[config.mk]
export PLATFORM = sky130hd
export DESIGN_NAME = renderizador_texto
export DESIGN_NICKNAME = d
export VERILOG_FILES = /design/src/rtl/renderizador_texto.sv
export SDC_FILE = /design/constraint.sdc
export NUM_CORES = 1
export LEC_CHECK = 0
export CAP_MARGIN = 20
export CORE_MARGIN = 2
export CORE_UTILIZATION = 43
export DETAILED_ROUTE_END_ITERATION = 8
export DONT_BUFFER_PORTS = 1
export PLACE_DENSITY = 0.63
export SYNTH_ARGS = -nofsm -noshare
export SYNTH_HDL_FRONTEND = slang
export SYNTH_SLANG_ARGS = --single-unit
[constraint.sdc]
create_clock -name clk -period 2.3 [get_ports clk]
set_input_delay 0.115 -clock clk [delete_from_list [all_inputs] [get_ports clk]]
set_output_delay 0.115 -clock clk [all_outputs]
set_load 0.01 [all_outputs]
[src/rtl/renderizador_texto.sv]
// Two-stage text renderer: maps VGA pixel coordinates onto a 16-slot message buffer,
// fetches glyph rows from an external combinational font ROM and emits RGB with aligned syncs.
module renderizador_texto #(
  parameter logic [9:0]  ORIGEN_X     = 10'd256,
  parameter logic [9:0]  ORIGEN_Y     = 10'd232,
  parameter logic [11:0] COLOR_FG     = 12'hFFF,
  parameter logic [11:0] COLOR_BG     = 12'h000,
  parameter logic [7:0]  BLINK_FRAMES = 8'd30
) (
  input  logic        clk,
  input  logic        reset,
  input  logic [9:0]  pixel_x,
  input  logic [9:0]  pixel_y,
  input  logic        video_on,
  input  logic        hsync_in,
  input  logic        vsync_in,
  input  logic        wr_en,
  input  logic [3:0]  wr_addr,
  input  logic [2:0]  wr_data,
  input  logic        cursor_en,
  input  logic [3:0]  cursor_pos,
  output logic [2:0]  direccion,
  output logic [3:0]  rom,
  input  logic [7:0]  rom_data,
  output logic [11:0] rgb,
  output logic        hsync_out,
  output logic        vsync_out
);

  typedef enum logic {VISIBLE = 1'b0, HIDDEN = 1'b1} blink_state_t;

  localparam logic [7:0] BLINK_LAST = BLINK_FRAMES - 8'd1;

  logic [2:0] buffer [16];

  // NOTE: the buffer is small enough to live in flops, so it is reset like any
  // other register; a RAM-mapped buffer would have to drop this reset loop.
  always_ff @(posedge clk or posedge reset) begin
    if (reset) begin
      for (int i = 0; i < 16; i++) buffer[i] <= '0;
    end else if (wr_en) begin
      buffer[wr_addr] <= wr_data;
    end
  end

  logic [9:0] rel_x, rel_y;
  logic       in_win;
  logic [3:0] slot;
  logic       cur_hit;

  // The explicit >= guards stop the unsigned wrap of rel_x/rel_y from aliasing
  // pixels left of or above the window into it.
  always_comb begin
    rel_x   = pixel_x - ORIGEN_X;
    rel_y   = pixel_y - ORIGEN_Y;
    in_win  = (pixel_x >= ORIGEN_X) && (rel_x < 10'd128) &&
              (pixel_y >= ORIGEN_Y) && (rel_y < 10'd16);
    slot    = rel_x[6:3];
    cur_hit = cursor_en && in_win && (slot == cursor_pos) && (rel_y[3:1] == 3'b111);
  end

  logic [2:0] col_d1;
  logic       in_win_d1, video_on_d1, hsync_d1, vsync_d1, cur_hit_d1;

  // NOTE: every register below uses non-blocking assignments so each stage
  // samples the previous stage's value from before the clock edge.
  always_ff @(posedge clk or posedge reset) begin
    if (reset) begin
      direccion   <= '0;
      rom         <= '0;
      col_d1      <= '0;
      in_win_d1   <= 1'b0;
      video_on_d1 <= 1'b0;
      hsync_d1    <= 1'b1;
      vsync_d1    <= 1'b1;
      cur_hit_d1  <= 1'b0;
    end else begin
      direccion   <= in_win ? buffer[slot] : 3'd0;
      rom         <= in_win ? rel_y[3:0] : 4'd0;
      col_d1      <= rel_x[2:0];
      in_win_d1   <= in_win;
      video_on_d1 <= video_on;
      hsync_d1    <= hsync_in;
      vsync_d1    <= vsync_in;
      cur_hit_d1  <= cur_hit;
    end
  end

  blink_state_t state;
  logic [7:0]   frame_cnt;
  logic         vsync_prev;
  logic         vsync_fall;
  logic         blink_on;

  assign vsync_fall = vsync_prev && !vsync_in;
  assign blink_on   = (state == VISIBLE);

  always_ff @(posedge clk or posedge reset) begin
    if (reset) begin
      state      <= VISIBLE;
      frame_cnt  <= '0;
      vsync_prev <= 1'b1;
    end else begin
      vsync_prev <= vsync_in;
      if (vsync_fall) begin
        if (frame_cnt == BLINK_LAST) begin
          frame_cnt <= '0;
          state     <= (state == VISIBLE) ? HIDDEN : VISIBLE;
        end else begin
          frame_cnt <= frame_cnt + 8'd1;
        end
      end
    end
  end

  logic glyph_bit;
  logic pix;

  always_comb begin
    glyph_bit = rom_data[3'd7 - col_d1];
    pix       = in_win_d1 && (glyph_bit ^ (cur_hit_d1 && blink_on));
  end

  always_ff @(posedge clk or posedge reset) begin
    if (reset) begin
      rgb       <= '0;
      hsync_out <= 1'b1;
      vsync_out <= 1'b1;
    end else begin
      if (!video_on_d1) rgb <= '0;
      else if (pix)     rgb <= COLOR_FG;
      else              rgb <= COLOR_BG;
      hsync_out <= hsync_d1;
      vsync_out <= vsync_d1;
    end
  end

endmodule

==> results.json <==
{
  "wl_per_cell_um": 17.11,
  "cts_tree": "yes",
  "arrival_ns": 1.96,
  "end_kind": "register",
  "slowest_delay_ns": 0.56,
  "clkSlewWorstSetupHoldPaths_ns": 0.07,
  "core_mm2": 0.007767,
  "synth_warnings": 0,
  "clock_latency_ns": 0.35,
  "avgSynthCellArea_um2": 13.47,
  "switching_share": 0.2479,
  "power.total_uw": 3426,
  "crit_family": "buffers and inverters",
  "syn2layout_area_growth_pct": 12.60,
  "path_max_fanout": 2,
  "finalHoldViolCount": 0,
  "tightestPinTransition_ns": 0.5665,
  "vias": 2019,
  "p_int_uw": 2577,
  "cp_num_buf_inv": 1,
  "drv_slew": 0,
  "first_global_vias": 2135,
  "grt_pass1_wl_mm": 10.62,
  "drtIter0Drc": 81,
  "dr.pass1.iters": 4,
  "clock_skew_ns": 0.005270,
  "hold_path_class": "input pin to register",
  "relSlewSlack": 0.6215,
  "p_switching_uw": 849.5,
  "nNetsFinal": 322,
  "gp_congestion": 0.8092,
  "hp-start": "pixel_x[8]",
  "hold_end": "rom[3]$_DFF_PP0_",
  "row_count": 32,
  "grt_max_degree": 33,
  "ir_drop_v": 0.0004870,
  "setup_ws_ns": 0.5605,
  "fin_crit_sh": 0.7563,
  "port_buffers": 0,
  "pin_count": 67,
  "min_path_cells": 2,
  "ctsResizeCount": 0,
  "track_usage": 0.1615,
  "cp.required_ns": 2.52,
  "viasPerCell": 5.327,
  "drive_gt1_frac": 0.2996,
  "nFillCells": 697,
  "pre_cts_ws_ns": 0.5996,
  "maxCapViolations": 0,
  "leakagePower_uw": 0.001684,
  "status": "completed",
  "max_freq_mhz": 574.9,
  "wl_mm": 6.483,
  "initial_core_util": 0.4475,
  "seqCellArea_mm2": 0.001882,
  "antenna_cells": 0,
  "cts_htree_levels": 3,
  "synth_cell_types": 34,
  "synth_area_mm2": 0.003476,
  "multi_input_area_mm2": 0.001458,
  "route.detailed.drc": 0,
  "setup-violations-final": 0,
  "worstReg2RegEnd": "direccion[0]$_DFF_PP0_",
  "slowest_stage": "dlygate4sd3_1",
  "powerDensity_mw_per_mm2": 875.4,
  "root_buffer": "clkbuf_8",
  "cp_cell_sequence": "mux4_2 > nand3_1 > dlygate4sd3_1 > a31oi_1",
  "synth_cells": 258,
  "numCtsBuffers": 9,
  "dieArea_mm2": 0.008818,
  "share_seq_of_total_power": 0.512,
  "clock_sinks": 75,
  "critPathLaunchType": "register",
  "period_needed_ns": 1.739,
  "rr_startpoint": "buffer[3]$_DFFE_PP0P_",
  "worstRegToRegCells": 4,
  "ant_nets": 0,
  "grt-ovfl-total": 0,
  "p_comb_frac": 0.168,
  "hpwl_mm": 4.624,
  "antenna_found_initial": 0,
  "yosysSeqAreaShare": 0.5414,
  "timing.hold.ws_ns": 0.02899,
  "critPathKind": "register to register",
  "fin_tns_setup_ns": 0,
  "fp.dieW_um": 93.91,
  "clock_path_buffers": 2,
  "rsz0062_at_grt": "no",
  "pwr-share-clk": 0.320,
  "synth_nets": 307,
  "yosys_register_bits": 75,
  "ff2ff_setup_slack_ns": 0.56,
  "die_h_um": 93.91
}
## logic make-up after synthesis
group                    after synthesis  synth area share
AO/OA/AOI/OAI                         15           0.02771
buffers and inverters                 23           0.03924
flip-flops                            75            0.5414
adder cells (fa/ha/maj)                3           0.01080
multiplexers                          64            0.2541
AND/OR/NAND/NOR                       67           0.09899
XOR/XNOR                              11           0.02772
## synth_stat cells, drive strengths merged
cell / n / area [um2]
dfrtp: 71 / 1777
mux2: 48 / 540.5
nor2: 19 / 71.32
mux4: 14 / 322.8
buf: 13 / 98.84
nand2: 11 / 41.29
xnor2: 9 / 78.83
inv: 7 / 26.28
nand3: 7 / 35.03
and3: 5 / 31.28
nand2b: 5 / 31.28
a31oi: 4 / 25.02
dfstp: 4 / 105.1
nor2b: 4 / 25.02
o21ai: 4 / 20.02
a22oi: 3 / 22.52
and2: 3 / 18.77
clkbuf: 3 / 11.26
ha: 3 / 37.54
nand3b: 3 / 22.52
or3: 3 / 18.77
a211oi: 2 / 15.01
mux2i: 2 / 20.02
nor3: 2 / 10.01
nor4b: 2 / 17.52
xor2: 2 / 17.52
a21oi: 1 / 5.000
and2b: 1 / 7.510
nand4: 1 / 6.260
nor3b: 1 / 7.510
o2111ai: 1 / 8.760
## power by group through the flow
stage / Sequential (uW) / Combinational (uW) / Clock [uW]
after CTS: 1750 / 587 / 1140
after floorplan: 1730 / 479 / 0
after global routing: 1790 / 649 / 1180
after global placement: 1770 / 535 / 0
final: 1750 / 577 / 1100
after detailed placement: 1780 / 549 / 0
## layout make-up
type                            count  area share
Sequential cell                    75      0.4808
Multi-Input combinational cell    160      0.3724
Timing Repair Buffer               20     0.05243
Clock buffer                       10     0.03517
Tap cell                          102     0.03261
Clock inverter                      5     0.01982
Inverter                            7    0.006714
## worst register-to-register path: stages, from the launching register on
cell and delay (ns):
dfrtp_1 0.38, mux4_2 0.48, nand3_1 0.11, dlygate4sd3_1 0.56
a31oi_1 0.08
## cell usage in the layout (no fill, tap or decap), types with 3 or more instances in the layout
master	synthesis	final
a31oi_1	4	4
dlygate4sd3_1	0	17
and2_1	3	3
nand2_1	11	11
nor2b_1	4	4
nand3_1	7	7
ha_1	3	3
dfstp_2	4	4
nand2b_1	5	5
o21ai_0	4	4
a22oi_1	3	3
xnor2_1	9	9
mux4_2	12	12
inv_1	7	6
or3_1	3	3
and3_1	5	5
nor2_1	19	19
clkbuf_8	0	10
dfrtp_1	71	71
nand3b_1	3	3
mux2_2	48	48
## what timing repair did
| action | in CTS | in global routing |
|---|---|---|
| endpoints found under the hold margin | 83 | 0 |
| setup buffers | 0 | 0 |
| hold buffers | 18 | 0 |
| endpoints found under the setup margin | 0 | 1 |
## metal layers
layer,vias up,track usage,share of wire
met5,-,0,0
met4,0,0.07005,0.017
met3,12,0.05136,0.059
met2,48,0.2631,0.48
met1,1015,0.1976,0.44
li1,944,-,-
## worst max path at each step
stage                                   startpoint                     end  slack (ns)  cells past startpoint
after floorplan                              reset   buffer[0]$_DFFE_PP0P_        0.28                      1
after global placement    frame_cnt[1]$_DFFE_PP0P_       state$_DFFE_PP0P_        0.70                      6
after detailed placement  frame_cnt[1]$_DFFE_PP0P_       state$_DFFE_PP0P_        0.60                      6
after CTS                    buffer[0]$_DFFE_PP0P_  direccion[0]$_DFF_PP0_        0.06                      5
after global routing      frame_cnt[1]$_DFFE_PP0P_       state$_DFFE_PP0P_        0.41                      6
final                        buffer[3]$_DFFE_PP0P_  direccion[0]$_DFF_PP0_        0.56                      4
## metrics by stage
stage                       util  cell area [um2]  std cells
after floorplan                -             3476        258
after global placement    0.4543             3528        347
after detailed placement  0.4543             3528        347
after CTS                 0.5052             3924        380
after global routing      0.5039             3914        379
final                     0.5039             3914        379
## registers in the layout (all words and copies together) (netlist names)
name / flops
direccion: 3
frame_cnt: 8
hsync_d1: 1
vsync_prev: 1
video_on_d1: 1
col_d1: 3
in_win_d1: 1
vsync_out: 1
rom: 4
buffer: 48
rgb: 1
state: 1
hsync_out: 1
cur_hit_d1: 1
No activity file was read; power rests on OpenSTA's default activity.
